<file path="src/rtl/skel_pkg.sv">
// Shared types and index helpers for the skeletonization core's image readout path.
package skel_pkg;

  typedef enum logic [1:0] {
    IDLE  = 2'd0,
    READ  = 2'd1,
    DRAIN = 2'd2,
    DONE  = 2'd3
  } readout_state_t;

  // Index of the final pixel in an n x n frame.
  function automatic int last_index(input int n);
    return n * n - 1;
  endfunction

  // True when raster index idx is the last column of its row.
  function automatic logic is_eol(input int idx, input int n);
    return (idx % n) == (n - 1);
  endfunction

endpackage

</file>
<file path="src/rtl/readout_fifo.sv">
// Two-entry register FIFO. Entry 0 is always the head; entry 1 holds the
// second pixel while downstream stalls. The caller never pushes into a
// full FIFO unless it pops in the same cycle.
module readout_fifo #(
  parameter int W = 8
) (
  input  logic         clk,
  input  logic         rst,
  input  logic         clear,
  input  logic         push,
  input  logic         pop,
  input  logic [W-1:0] din,
  output logic [1:0]   count,
  output logic [W-1:0] head
);

  logic [W-1:0] ent0_q, ent0_d;
  logic [W-1:0] ent1_q, ent1_d;
  logic [1:0]   count_q, count_d;

  // Next-state for the two entries and the occupancy count.
  always_comb begin
    ent0_d  = ent0_q;
    ent1_d  = ent1_q;
    count_d = count_q;
    if (clear) begin
      count_d = 2'd0;
    end else begin
      case ({push, pop})
        2'b10: begin
          if (count_q == 2'd0) ent0_d = din;
          else                 ent1_d = din;
          count_d = count_q + 2'd1;
        end
        2'b01: begin
          ent0_d  = ent1_q;
          count_d = count_q - 2'd1;
        end
        2'b11: begin
          // Count is unchanged; the new pixel lands behind whatever remains.
          if (count_q == 2'd1) begin
            ent0_d = din;
          end else begin
            ent0_d = ent1_q;
            ent1_d = din;
          end
        end
        default: ;
      endcase
    end
  end

  // Storage registers.
  always_ff @(posedge clk) begin
    if (rst) begin
      ent0_q  <= '0;
      ent1_q  <= '0;
      count_q <= 2'd0;
    end else begin
      ent0_q  <= ent0_d;
      ent1_q  <= ent1_d;
      count_q <= count_d;
    end
  end

  assign count = count_q;
  assign head  = ent0_q;

endmodule

</file>
<file path="src/rtl/image_readout.sv">
// Streams the image RAM out in raster order on a valid/ready stream with
// frame and row markers. Reads go through a 1-cycle-latency RAM port; a
// 2-entry FIFO absorbs that latency while downstream stalls.
//
// Output handshake: a pixel transfers on a rising edge where out_valid and
// out_ready are both high. Once out_valid rises it stays high, with
// out_data and the markers unchanged, until that transfer happens.
module image_readout
  import skel_pkg::*;
#(
  parameter  int N          = 8,
  parameter  int pixelWidth = 8,
  localparam int bitSize    = $clog2(N * N)
) (
  input  logic                  clk,
  input  logic                  rst,
  input  logic                  start,
  output logic                  busy,
  output logic                  done,
  output logic                  rd_en,
  output logic [bitSize-1:0]    rd_addr,
  input  logic [pixelWidth-1:0] rd_data,
  output logic                  out_valid,
  input  logic                  out_ready,
  output logic [pixelWidth-1:0] out_data,
  output logic                  out_sof,
  output logic                  out_eol,
  output logic                  out_eof
);

  localparam int FW = bitSize + pixelWidth;
  localparam logic [bitSize-1:0] LAST_IDX = bitSize'(last_index(N));

  readout_state_t       state_q, state_d;
  logic [bitSize-1:0]   addr_q, addr_d;
  logic [bitSize-1:0]   idx_q, idx_d;
  logic                 inflight_q, inflight_d;

  logic                 start_ok;
  logic                 pop;
  logic                 push;
  logic [1:0]           fifo_count;
  logic [FW-1:0]        fifo_head;
  logic [bitSize-1:0]   head_idx;
  logic [2:0]           occupancy;

  assign start_ok  = start && (state_q == IDLE || state_q == DONE);
  assign out_valid = (fifo_count != 2'd0);
  assign pop       = out_valid && out_ready;
  assign push      = inflight_q;

  // Pixels that will be held after this cycle if no new read is issued.
  assign occupancy = {1'b0, fifo_count} + {2'b00, inflight_q} - {2'b00, pop};
  assign rd_en     = (state_q == READ) && (occupancy < 3'd2);
  assign rd_addr   = addr_q;

  readout_fifo #(
    .W(FW)
  ) u_fifo (
    .clk   (clk),
    .rst   (rst),
    .clear (start_ok),
    .push  (push),
    .pop   (pop),
    .din   ({idx_q, rd_data}),
    .count (fifo_count),
    .head  (fifo_head)
  );

  assign head_idx = fifo_head[FW-1:pixelWidth];

  // Markers and data are forced low when nothing is presented so stale
  // FIFO contents never leak onto the stream.
  assign out_data = out_valid ? fifo_head[pixelWidth-1:0] : '0;
  assign out_sof  = out_valid && (head_idx == '0);
  assign out_eol  = out_valid && is_eol(int'(head_idx), N);
  assign out_eof  = out_valid && (head_idx == LAST_IDX);

  assign busy = (state_q == READ) || (state_q == DRAIN);
  assign done = (state_q == DONE);

  // FSM next-state plus the address, index and in-flight bookkeeping.
  always_comb begin
    state_d    = state_q;
    addr_d     = addr_q;
    idx_d      = idx_q;
    inflight_d = rd_en;
    if (push)  idx_d  = idx_q + bitSize'(1);
    if (rd_en) addr_d = addr_q + bitSize'(1);
    case (state_q)
      IDLE, DONE: begin
        if (start) begin
          state_d    = READ;
          addr_d     = '0;
          idx_d      = '0;
          inflight_d = 1'b0;
        end else if (state_q == DONE) begin
          state_d = IDLE;
        end
      end
      READ: begin
        if (rd_en && addr_q == LAST_IDX) state_d = DRAIN;
      end
      DRAIN: begin
        if (pop && head_idx == LAST_IDX) state_d = DONE;
      end
      default: state_d = IDLE;
    endcase
  end

  // Control registers; reset discards any read still in flight.
  always_ff @(posedge clk) begin
    if (rst) begin
      state_q    <= IDLE;
      addr_q     <= '0;
      idx_q      <= '0;
      inflight_q <= 1'b0;
    end else begin
      state_q    <= state_d;
      addr_q     <= addr_d;
      idx_q      <= idx_d;
      inflight_q <= inflight_d;
    end
  end

endmodule

</file>
<file path="config.mk">
export PLATFORM = sky130hd
export DESIGN_NAME = image_readout
export DESIGN_NICKNAME = d
export VERILOG_FILES = /design/src/rtl/skel_pkg.sv /design/src/rtl/readout_fifo.sv /design/src/rtl/image_readout.sv
export SDC_FILE = /design/constraint.sdc
export NUM_CORES = 1
export LEC_CHECK = 0
export BUFFER_PORTS_ARGS = -buffer_cell sky130_fd_sc_hd__buf_2
export CAP_MARGIN = 20
export CORE_MARGIN = 5
export CORE_UTILIZATION = 50
export DETAILED_ROUTE_END_ITERATION = 7
export PLACE_DENSITY = 0.8
export SETUP_SLACK_MARGIN = 0.02
export SYNTH_ARGS = -nofsm -noshare
export SYNTH_HDL_FRONTEND = slang
export SYNTH_SLANG_ARGS = --single-unit
</file>
<file path="constraint.sdc">
create_clock -name clk -period 2.7 [get_ports clk]
set_clock_uncertainty 0.05 [all_clocks]
set_input_delay 0.54 -clock clk [delete_from_list [all_inputs] [get_ports clk]]
set_output_delay 0.54 -clock clk [all_outputs]
set_load 0.05 [all_outputs]
</file>
==> results by stage, run 1 <==
Logic synthesis:
- Yosys printed 0 warnings.
- Summing every instance area after synthesis gives 2150 um2.
- The share of the yosys chip area belonging to registers is 0.420.
- The net count after synthesis is 247.
- In this run the mean area of a mapped cell was ~9.5 um2.
- The number of register bits inferred by synthesis is between 40 and 50.
- Synthesis instantiated 37 different standard cells from the library.
- In the synthesized netlist, the number of instances is 227.

Clock network:
- The H-tree was split into 2 levels.
- After clock tree synthesis, the clock-pin slew on the worst setup and hold paths is 0.09 ns.
- The clock tree from TritonCTS is done.
- The clock root buffer is sky130_fd_sc_hd__clkbuf_8.
- After clock tree synthesis, the flow added hold-fix buffers numbering 0.
- For the worst-skew pair, the clock arrives at the later sink with an insertion delay of 0.29 ns.
- The longest clock path from root to sink contains 2 buffers.
- Clock tree synthesis found a total of 45 sinks.
- The number of buffers added by the clock tree synthesis step is 5.

Power:
- Across the VDD grid, the largest voltage drop is between 0.4 and 0.5 mV.
- Power comes to 2.63 mW.
- The total leakage power is 1.23 nW.
- Power spread over the standard cell area amounts to about 1000 nW/um2.

Critical path:
- The setup path with the least slack is of type reg -> out.
- The capturing point of the worst reg2reg path is state_q[0].
- The worst path arrival time is 2.19 ns.
- The flop-to-flop setup slack is -0.03 ns.
- The cell family with the largest share of critical-path delay is adder cells.
- Measured in cells, the most critical reg-to-reg path has a length of 11.
- The slowest stage of the critical path is the sky130_fd_sc_hd__fa_2 cell.
- The endpoint class of the critical path is an output port.
- The worst endpoint required time is 2.11 ns.
- The reg-to-reg critical path startpoint is u_fifo.count[0].
- The critical path launch point is u_fifo.count[0].
- Walking the worst path, the cells encountered are inv_2 -> ha_4 -> nand2b_4 -> xnor2_4 -> nand2_2 -> fa_2 -> nand2_4 -> nor2_4 -> buf_8.
- STA classifies the critical path startpoint as a flop.
- The largest single stage delay on the critical path is ~0.55 ns.
- The number of buffers and inverters on the critical path is 2.
- The maximum fanout encountered on the critical timing path is 2.

Placed design:
- In this run the tool buffered the top-level ports with 32 buffer cells.
- The total placed cells including tap cells is 305.
- The wire-length estimate of the detail-placed layout is 2.96 mm.
- The routability-driven placement congestion ratio is 0.845.

Final layout:
- The share of layout cells above drive strength 1 is 0.284.
- The number of nets in the layout is 290.
- Once layout is complete, the cells apart from fillers number 321.
- Fill cells in the final layout number 328.
- The antenna diode count is 0.
- From synthesis to final layout, the design area changed by 22.6%.

Timing:
- Setup repair after global routing could not meet its margin everywhere.
- The total count of hold-check failures in the final report is 0.
- The final setup violation count is 2.
- The worst pin sits at a relative slew slack of 0.534.
- Dividing the final minimum period by the clock period gives 1.03.
- The slew at the pin closest to its max-slew limit is ~0.7 ns.
- Once routing completed, OpenROAD measured the worst setup slack at -0.0824 ns.
- The final number of max-transition violations came to 0.
- The routed design could run at a clock period as short as 2.78 ns.
- For this run, the top clock speed supported by timing is about 360 MHz.

Global route:
- The total track usage is 0.171.
- Entering global routing, the biggest net connects 32 pins.
- The number of antenna violations at the first check in global routing came to 0.
- The first-pass GRT wire length is 7.40 mm.
- The number of global-route vias before repair came to between 1,500 and 2,000.
- The final global-route overflow total is 0.

Die:
- The initial core utilization is 0.525.
- The die covers between 5000 and 6000 um2.
- The horizontal die dimension is 75.5 um.
- The floorplan step defined a core boundary enclosing around 4100 um2.
- After floorplanning, the core was divided into 23 placement rows.
- During I/O placement, the number of pins put on the boundary was 33.
- The die is 75.5 um tall.

Drt:
- In the final routed layout, each cell accounts on average for 14.4 um.
- In the routed layout, each cell is associated on average with a via count of around 5.4.
- The post-route antenna net violation count is 0.
- The total routed wirelength is between 4 and 5 mm.
- The first routing iteration left 88 violations.
- The final route contains 1,746 vias.
- The number of optimization iterations in the first detailed-route pass is 4.
- After detailed routing, the number of remaining DRC violations is 0.

Run status:
- The run finished, with violations left.
- The final reports fail on setup timing.

Min path:
- The hold path depth is 3.
- The type of the most critical hold path is in -> reg.
- The endpoint of the worst hold path is u_fifo.ent1_q[0].
- The beginning of the worst hold path is rd_data[0].

Run:
- Max-cap violations in this run came to 0.
## synthesized netlist by cell type
library cell	count	area (um2)
sky130_fd_sc_hd__dfxtp_1	45	901
sky130_fd_sc_hd__nor2_1	44	165
sky130_fd_sc_hd__mux2i_1	29	290
sky130_fd_sc_hd__a211oi_1	15	113
sky130_fd_sc_hd__nand2_1	11	41.3
sky130_fd_sc_hd__inv_1	9	33.8
sky130_fd_sc_hd__nor2b_1	8	50.1
sky130_fd_sc_hd__ha_1	7	87.6
sky130_fd_sc_hd__xnor2_1	7	61.3
sky130_fd_sc_hd__clkbuf_1	6	22.5
sky130_fd_sc_hd__a21oi_1	4	20.0
sky130_fd_sc_hd__o21ai_0	4	20.0
sky130_fd_sc_hd__nand3_1	3	15.0
sky130_fd_sc_hd__nand4_1	3	18.8
sky130_fd_sc_hd__nor3_1	3	15.0
sky130_fd_sc_hd__xor2_1	3	26.3
sky130_fd_sc_hd__buf_2	2	10.0
sky130_fd_sc_hd__buf_6	2	22.5
sky130_fd_sc_hd__nand2b_1	2	12.5
sky130_fd_sc_hd__nor3b_1	2	15.0
sky130_fd_sc_hd__nor4_1	2	12.5
sky130_fd_sc_hd__a21boi_4	1	18.8
sky130_fd_sc_hd__a21o_2	1	8.76
sky130_fd_sc_hd__a311oi_1	1	8.76
sky130_fd_sc_hd__a41o_2	1	11.3
sky130_fd_sc_hd__buf_4	1	7.51
sky130_fd_sc_hd__buf_8	1	15.0
sky130_fd_sc_hd__fa_1	1	20.0
sky130_fd_sc_hd__mux2_4	1	15.0
sky130_fd_sc_hd__nand3_2	1	10.0
sky130_fd_sc_hd__nand4_2	1	12.5
sky130_fd_sc_hd__nand4b_1	1	8.76
sky130_fd_sc_hd__o32a_1	1	10.0
sky130_fd_sc_hd__o41ai_2	1	16.3
sky130_fd_sc_hd__or3_1	1	6.26
sky130_fd_sc_hd__or4_1	1	7.51
sky130_fd_sc_hd__xor2_2	1	16.3
## cell families after synthesis
kind of cell,count (synthesis),share of synthesized area
AO/OA/AOI/OAI,29,0.106
AND/OR/NAND/NOR,83,0.182
flip-flops,45,0.420
multiplexers,30,0.142
XOR/XNOR,11,0.0484
buffers and inverters,21,0.0519
adder cells (fa/ha/maj),8,0.0501
## report_power, final
part / internal (mW) / total, mW / switching, mW / leakage (nW)
registers: 0.771 / 0.849 / 0.0776 / 0.365
clock network: 0.278 / 0.511 / 0.233 / 0.0587
logic: 0.518 / 1.27 / 0.753 / 0.811
## per-stage QoR
stage | worst slack [ns] | cell area (um2) | TNS (ns) | hold slack (ns) | utilization
after global placement | 0.103 | 2410 | 0 | 0.423 | 0.589
after floorplan | 0.0216 | 2200 | 0 | 0.413 | -
after detailed placement | 0.0272 | 2410 | 0 | 0.433 | 0.589
after CTS | -0.148 | 2590 | -0.259 | 0.433 | 0.634
after global routing | -0.150 | 2630 | -0.283 | 0.447 | 0.644
final | -0.0824 | 2630 | -0.111 | 0.439 | 0.644
## placed cells by master, fill, tap and decap left out, types with 2 or more instances in the layout
master                     count
sky130_fd_sc_hd__nor3_1        3
sky130_fd_sc_hd__nor2b_1       8
sky130_fd_sc_hd__inv_1         7
sky130_fd_sc_hd__mux2i_1      29
sky130_fd_sc_hd__a21oi_1       4
sky130_fd_sc_hd__nand2_1       9
sky130_fd_sc_hd__xor2_1        3
sky130_fd_sc_hd__xnor2_1       6
sky130_fd_sc_hd__buf_2        31
sky130_fd_sc_hd__clkbuf_8      5
sky130_fd_sc_hd__o21ai_0       4
sky130_fd_sc_hd__nand4_1       3
sky130_fd_sc_hd__nand3_1       3
sky130_fd_sc_hd__ha_1          6
sky130_fd_sc_hd__a211oi_1     15
sky130_fd_sc_hd__buf_4        16
sky130_fd_sc_hd__nor3b_1       2
sky130_fd_sc_hd__inv_4         2
sky130_fd_sc_hd__dfxtp_1      43
sky130_fd_sc_hd__nor2_1       42
## how the worst max path moves through the flow
stage,endpoint,slack [ns],cells after the start
detailed placement,rd_en,0.03,8
CTS,rd_en,-0.15,9
global route,rd_en,-0.15,9
global placement,rd_en,0.10,8
finish,rd_en,-0.08,9
floorplan,rd_en,0.02,9
## worst register-to-register path, delay by kind of cell, from the launching register on
family / cells / cell delay (ns)
buffers and inverters: 2 / 0.22
and+or+nand+nor: 3 / 0.42
muxes: 1 / 0.32
adders and majority gates: 2 / 0.54
AOI/OAI and AO/OA: 1 / 0.35
xor gates and xnor gates: 2 / 0.37
DFF: 1 / 0.36
## area by class of cell
cell class	count	area (um2)	area share
clock buffer	5	68.8	0.0262
clock inverter	3	45.0	0.0171
inverter	9	36.3	0.0138
multi-input combinational	161	1220	0.464
sequential	45	906	0.344
tap	50	62.6	0.0238
timing repair buffer	48	290	0.110
## registers in the layout, indices dropped and copies added, names as in the netlist
register       count
u_fifo.ent1_q     14
u_fifo.head       14
idx_q              6
rd_addr            6
state_q            2
u_fifo.count       2
inflight_q         1
## layer usage
metal	track usage	up-vias	routed length, um
li1	-	868	-
met1	0.201	842	2020
met2	0.292	30	2360
met3	0.0422	6	169
met4	0.0757	0	66
met5	0	-	0
## what timing repair did
| item | 4_1_cts | 5_1_grt |
|---|---|---|
| setup endpoints to repair | 2 | 6 |
| setup buffers | 5 | 3 |
| pin swaps | 7 | 7 |
| resized for setup | 8 | 4 |
| hold endpoints to repair | 0 | 0 |
Power figures use the tool's default switching activity.
==> run 2, diff against run 1 <==
- SETUP_SLACK_MARGIN: 0.02 -> 0.4
==> results by stage, run 2 (synthesis gave the netlist of run 1 again) <==
Power:
- Across the VDD grid, the largest voltage drop is 0.527 mV.
- Cell internal power was estimated by the tool at roughly 1.8 mW.
- Of the total power, the share spent switching nets is 0.385.
- Of the total power, combinational logic draws 0.510.
- The total leakage power is 1.30 nW.
- In this run the power spent charging and discharging nets is 1.15 mW.
- The design draws 2.99 mW.
- Of the total power, registers draw 0.285.
- The share of power burned in the clock network is 0.205.
- For this design the ratio of total power to cell area is 1060 nW/um2.

Placed design:
- The routability-driven placement congestion ratio is 0.734.
- The worst setup slack after placement is 0.0256 ns.
- After legalization and detailed placement, the total HPWL measured 2.92 mm.
- During placement, the flow inserted port buffers numbering 32.

Drt:
- The pre-antenna-repair detailed-routing pass consisted of 4 iterations.
- The detail route stage leaves a number of antenna-violating nets equal to 0.
- The number of design-rule violations left by the first detailed-router iteration is between 100 and 150.
- The per-cell routed wire length is between 10 and 15 um.
- Using the TritonRoute via totals, the vias-per-cell ratio works out to ~5.3.
- For this block, the via count after detailed routing is 1,736.
- Wires add up to 4.80 mm.
- In the routed design, unresolved DRC markers number 0.

Min path:
- The type of the most critical hold path is in -> reg.

Critical path:
- The worst reg2reg path depth is 11.
- The endpoint identified for the worst register-to-register timing path is state_q[0].
- The critical path ends at rd_en.
- The critical path launch point is u_fifo.count[1].
- The endpoint class of the critical path is an output port.
- The maximum fanout encountered on the critical timing path is 2.
- The worst setup path category is reg -> out.
- The worst endpoint required time is 2.11 ns.
- The type of origin of the critical path is a flop.
- Setup slack on the worst reg-to-reg path comes out at 0.10 ns.
- Data on the critical path arrives at its endpoint at 2.17 ns.
- The worst register-to-register path begins at u_fifo.count[1].

Timing:
- The final number of max-transition violations was 0.
- Setup violations remaining at the end of the flow were counted as 1.
- For this run, the top clock speed supported by timing is 363 MHz.
- The accumulated negative setup slack is -0.0577 ns.
- Setup repair after global routing could not meet its margin everywhere.
- The remaining max-slew budget at the tightest pin is 0.531.
- The share of the cycle needed by the critical path after routing is 1.02.
- The total count of hold-check failures in the final report is 0.
- At the pin with the least slew margin, the transition time is between 0.7 and 0.8 ns.
- The worst path setup slack after routing is -0.0577 ns.
- After layout, the minimum clock period comes to 2.76 ns.

Run status:
- The final reports fail on setup timing.
- The flow ran to the end, but the final reports show violations.

Clock network:
- The total clock sinks is 45.
- Clock latency on the worst-skew pair, taken at its later pin, is 0.30 ns.
- The clock tree from TritonCTS is done.
- The H-tree level count is 2.
- The clock-pin slew on the worst setup and hold paths is 0.09 ns.
- The tree is rooted in a sky130_fd_sc_hd__clkbuf_8.
- For this design, the CTS-stage hold fixing added 0 buffers.
- Buffers inserted during clock tree synthesis total 5.
- The buffer levels on the longest clock path is 2.

Global route:
- The first global-routing pass estimated 7.70 mm of wire.
- The number of antenna violations at the first check in global routing is 0.
- The final global-route overflow total is 0.
- The number of global-route vias before repair is 1,653.
- The maximum number of pins on one net before global-route repair is 32.
- The total track usage is 0.176.

Final layout:
- The share of layout cells above drive strength 1 is 0.318.
- The antenna diode count is 0.
- In the layout the commonest cells are sky130_fd_sc_hd__dfxtp_1 (43), sky130_fd_sc_hd__nor2_1 (42), sky130_fd_sc_hd__mux2i_1 (29).
- The most common cell after layout, fill and taps aside is sky130_fd_sc_hd__dfxtp_1.
- At the end of the flow the core is filled with cells to 0.691.
- The area growth from synthesis to layout is 31.7%.
- In the final design database the tool counted 296 nets.

Die:
- The initial core utilization is 0.525.
- In this run the vertical extent of the chip is 75.5 um.
- The die covers approximately 5700 um2.
- The number of cell rows is 23.
- The area of the core is 4090 um2.
- The I/O pin total is 33.
- The floorplan step set the die width to 75.5 um.

Run:
- Across the run, the number of max-cap violations was 0.
run 2: critical path, stage by stage (launching register included):
cell	delay, ns
sky130_fd_sc_hd__dfxtp_4	0.37
sky130_fd_sc_hd__inv_4	0.04
sky130_fd_sc_hd__ha_4	0.14
sky130_fd_sc_hd__nand2b_4	0.16
sky130_fd_sc_hd__xnor2_4	0.15
sky130_fd_sc_hd__nand2_2	0.08
sky130_fd_sc_hd__fa_2	0.57
sky130_fd_sc_hd__nand2_4	0.07
sky130_fd_sc_hd__nor2_4	0.12
sky130_fd_sc_hd__buf_8	0.16
run 2: area by class of cell:
| class | count | area (um2) |
|---|---|---|
| multi-input cells | 161 | 1270 |
| fillers | 296 | 1260 |
| flip-flops and latches | 45 | 906 |
| repair buffers | 54 | 412 |
| clock buffers | 5 | 68.8 |
| clock inverters | 3 | 68.8 |
| well taps | 50 | 62.6 |
| inverters | 9 | 36.3 |
run 2: how the worst min path moves through the flow:
| stage | startpoint | endpoint | slack, ns | depth (start not counted) |
|---|---|---|---|---|
| after floorplan | u_fifo.ent1_q[0] | u_fifo.ent1_q[0] | 0.41 | 2 |
| after global placement | u_fifo.ent1_q[3] | u_fifo.ent1_q[3] | 0.42 | 2 |
| after detailed placement | u_fifo.ent1_q[1] | u_fifo.ent1_q[1] | 0.43 | 2 |
| after CTS | rd_data[1] | u_fifo.ent1_q[1] | 0.42 | 3 |
| after global routing | rd_data[6] | u_fifo.ent1_q[6] | 0.43 | 3 |
| final | rd_data[1] | u_fifo.ent1_q[1] | 0.42 | 3 |
run 2: power by group through the flow:
stage	clock network (mW)	registers [mW]	logic, mW
finish	0.612	0.851	1.52
global route	0.655	0.866	1.64
CTS	0.622	0.846	1.25
detailed placement	0	0.858	1.12
global placement	0	0.853	1.08
floorplan	0	0.876	0.899
run 2: routing by layer:
| layer | track usage | vias to the layer above | part of all wire |
|---|---|---|---|
| li1 | - | 882 | - |
| met1 | 0.213 | 816 | 0.42 |
| met4 | 0.0466 | 0 | 0.011 |
| met5 | 0 | - | 0 |
| met3 | 0.0488 | 8 | 0.040 |
| met2 | 0.309 | 30 | 0.53 |
run 2: timing repair:
action,CTS,global route
pin swaps,7,7
resized for setup,9,37
gates cloned,0,0
endpoints found under the setup margin,8,13
setup buffers,6,8
run 2: per-stage QoR:
stage | cells | instance area, um2 | hold WS, ns
2_1_floorplan | 227 | 2230 | 0.413
3_3_place_gp | 305 | 2430 | 0.423
3_5_place_dp | 305 | 2430 | 0.432
4_1_cts | 319 | 2640 | 0.422
5_1_grt | 327 | 2830 | 0.432
6_report | 327 | 2830 | 0.425
==> run 3, diff against run 2 <==
- ABC_AREA: not set -> 1
- CORE_UTILIZATION: 50 -> 51
- PLACE_DENSITY: 0.8 -> 0.81
- clock period: 2.7 -> 2.33 ns (I/O delays scaled with it)
==> results by stage, run 3 <==
Run status:
- The run finished, with violations left.
- The final reports fail on setup timing.

Global route:
- The number of global-route vias before repair is 2,116.
- The total track usage is 0.187.
- The first-pass GRT wire length is between 9 and 10 mm.
- Entering global routing, the biggest net connects 31 pins.
- The number of antenna violations at the first check in global routing is 0.
- Global routing finished with a remaining overflow of 0.

Critical path:
- The reg-to-reg critical path startpoint is u_fifo.count[0].
- The cell at the slowest stage of the critical path is sky130_fd_sc_hd__fa_1.
- The flop-to-flop setup slack is -0.40 ns.
- The critical path is of the reg -> out type.
- The number of buffers and inverters on the critical path is 6.
- The endpoint identified for the worst register-to-register timing path is state_q[1].
- Traced cell by cell, the critical path runs through inv_2 -> ha_4 -> inv_8 -> nand2_8 -> xor2_2 -> and2_4 -> inv_2 -> fa_1 -> nand2_1 -> inv_2 -> nand3_4 -> clkinvlp_4 -> buf_8.
- The worst path arrival time is 2.31 ns.
- The maximum fanout encountered on the critical timing path is 2.
- In this design, the stage delay of the slowest critical-path cell is around 0.47 ns.
- The cell family with the largest share of critical-path delay is adder cells.
- STA puts the critical path data required time at roughly 1.8 ns.
- The type of origin of the critical path is a flop.
- In this run the number of cells on the critical path is 13.
- Among the stages of the critical path, the cell type that occurs most often is sky130_fd_sc_hd__inv_2.
- The worst register-to-register path has a depth of 19.
- The critical path ends at rd_en.
- In this run the worst setup path begins at u_fifo.count[0].
- The worst setup path is captured at an output port.

Timing:
- The worst path setup slack after routing is -0.501 ns.
- In the finished design, the share of the clock period the worst path needs comes to 1.21.
- The total count of hold-check failures in the final report is 0.
- After layout, the minimum clock period comes to 2.83 ns.
- The accumulated negative setup slack is -2.65 ns.
- Measured against its own limit, the worst slew margin works out to 0.726.
- The final number of max-transition violations was 0.
- Setup repair after global routing could not meet its margin everywhere.
- The final setup violation count is 9.
- The top achievable clock speed is 353 MHz.
- At the pin with the least slew margin, the transition time is 0.411 ns.

Logic synthesis:
- The number of library cell types mapped by synthesis is 29.
- Counting flops with a built-in enable in the synthesized netlist gives 0.
- The number of register bits inferred by synthesis is 45.
- The top cell type by total area after synthesis is sky130_fd_sc_hd__dfxtp_1.
- The cell count after synthesis came out at 309.
- The synthesized area divided by synthesized cell count is 7.39 um2.
- After synthesis the cells add up to 2280 um2.
- The count of synthesis-stage warnings from yosys is 0.
- Sorting the synthesized cells by area gives the leading types as sky130_fd_sc_hd__dfxtp_1 (39%), sky130_fd_sc_hd__inv_1 (8.9%), sky130_fd_sc_hd__nor2_1 (8.9%).
- The most instantiated flip-flop cell in the synthesis netlist is sky130_fd_sc_hd__dfxtp_1.
- The share of the yosys chip area belonging to registers is 0.395.
- The top-area cell type share of the netlist area is 0.395.
- The net count after synthesis is 329.
- The share of flip-flops with an asynchronous set or reset is 0.
- Counting instances in the post-synthesis netlist gives the leading cell types as sky130_fd_sc_hd__inv_1 (54), sky130_fd_sc_hd__nor2_1 (54), sky130_fd_sc_hd__dfxtp_1 (45), sky130_fd_sc_hd__o21ai_0 (31), sky130_fd_sc_hd__a21oi_1 (30).

Drt:
- For this run, design rule violations remaining after detail routing come to 0.
- The number of design-rule violations left by the first detailed-router iteration is 293.
- The via total after detailed routing is ~2,500.
- The mean number of vias per cell is ~6.
- For this run, the detailed router's first-pass iteration total came to 5.
- The post-route antenna net violation count is 0.
- The routed design has 7.60 mm of wire.
- The per-cell routed wire length is 17.6 um.

Die:
- For this configuration, the core starts out at a cell density of 0.524.
- The die is 76.9 um tall.
- The floorplan step defined a die boundary enclosing 5910 um2.
- The I/O pin total is 33.
- In this run the standard cell core region covers 4350 um2.
- The floorplan has 24 rows.
- The horizontal die dimension is 76.9 um.

Final layout:
- The number of non-filler instances in the completed layout is 432.
- The final layout contains 399 nets.
- Of the cells placed in the final design, the portion with a size suffix greater than 1 is 0.418.
- Relative to the synthesized area, the layout overhead comes to 50.0%.
- The most common cell after layout, fill and taps aside is sky130_fd_sc_hd__inv_1.
- The library cells used most frequently in the layout, excluding fill and tap cells, are sky130_fd_sc_hd__inv_1 (47), sky130_fd_sc_hd__dfxtp_1 (42), sky130_fd_sc_hd__nor2_1 (38).
- The core occupancy in the finished layout is 0.786.
- The antenna diode count is 0.
- The filler cell count is 247.

Clock network:
- The clock root buffer is sky130_fd_sc_hd__clkbuf_8.
- The H-tree level count is 2.
- The clock-pin slew on the worst setup and hold paths is 0.10 ns.
- Clock tree synthesis found a total of 45 sinks.
- The clock passes through at most 2 buffers.
- The clock tree from TritonCTS is done.
- The clock network latency to the later pin of the worst-skew pair is roughly 0.32 ns.
- The number of clock buffers added by TritonCTS is 5.

Placed design:
- At the end of routability-driven placement, the weighted congestion stood at 0.798.
- The sum of net half-perimeters after detailed placement is 3.47 mm.
- Input and output buffers added on the ports amount to 32.
- The total placed cells including tap cells is around 400.

Run:
- The tool flagged a number of max-cap violations equal to 0.

Power:
- The worst ir drop on vdd is 0.831 mV.
- The power per cell area is 1120 nW/um2.
- The total leakage power is approximately 1.3 nW.

Min path:
- The worst hold path was traced through 3 stages.
- The path class of the tightest hold or removal check is in -> reg.
run 3: worst min path at each step:
stage,startpoint,endpoint,slack (ns)
after floorplan,u_fifo.ent1_q[10],u_fifo.ent1_q[10],0.37
final,rd_data[3],u_fifo.ent1_q[3],0.37
after global placement,u_fifo.ent1_q[13],u_fifo.ent1_q[13],0.38
after CTS,rd_data[3],u_fifo.ent1_q[3],0.38
after detailed placement,u_fifo.ent1_q[9],u_fifo.ent1_q[9],0.39
after global routing,rd_data[3],u_fifo.ent1_q[3],0.37
run 3: through the flow:
step / power (mW) / area [um2] / setup WS [ns] / hold WS, ns
global placement: 2.30 / 2620 / -0.233 / 0.382
CTS: 3.29 / 3060 / -0.458 / 0.382
global route: 3.98 / 3420 / -0.608 / 0.373
finish: 3.82 / 3420 / -0.501 / 0.371
detailed placement: 2.35 / 2620 / -0.292 / 0.386
floorplan: 2.07 / 2370 / -0.239 / 0.374
run 3: final cells by class:
type	count	area, um2	area share
Timing Repair Buffer	70	673	0.197
Clock buffer	5	68.8	0.0201
Inverter	56	225	0.0658
Timing Repair inverter	1	7.51	0.00219
Tap cell	52	65.1	0.0190
Multi-Input combinational cell	200	1430	0.417
Clock inverter	3	50.0	0.0146
Sequential cell	45	905	0.264
run 3: per-layer routing:
layer	GRT usage	wire (um)	vias to the layer above	part of all wire
li1	-	-	1131	-
met1	0.212	2850	1222	0.38
met2	0.342	3940	151	0.52
met3	0.0433	572	33	0.075
met4	0.0594	244	0	0.032
met5	0	0	-	0
run 3: cells by family (layout without fill, tap and decap cells):
family	count (synthesis)	after routing	share of synthesized area
AO/OA/AOI/OAI	87	87	0.226
XOR/XNOR	4	4	0.0153
buffers and inverters	67	135	0.130
flip-flops	45	45	0.395
adder cells (fa/ha/maj)	8	8	0.0471
AND/OR/NAND/NOR	98	101	0.186
run 3: power breakdown:
group | internal, mW | switching, mW | leakage (nW)
clock | 0.329 | 0.304 | 0.0603
sequential | 0.950 | 0.145 | 0.366
combinational | 0.850 | 1.24 | 0.907
run 3: repair_timing:
item                       in CTS  in global routing
hold buffers                    0                  0
resized for setup              51                 71
setup endpoints to repair      28                 48
pin swaps                       9                 31
setup buffers                  11                 10
gates cloned                    1                  5
run 3: worst min-delay path: stages:
cell and delay (ns):
sky130_fd_sc_hd__buf_2 0.09, sky130_fd_sc_hd__o21ai_1 0.06, sky130_fd_sc_hd__a21oi_1 0.09
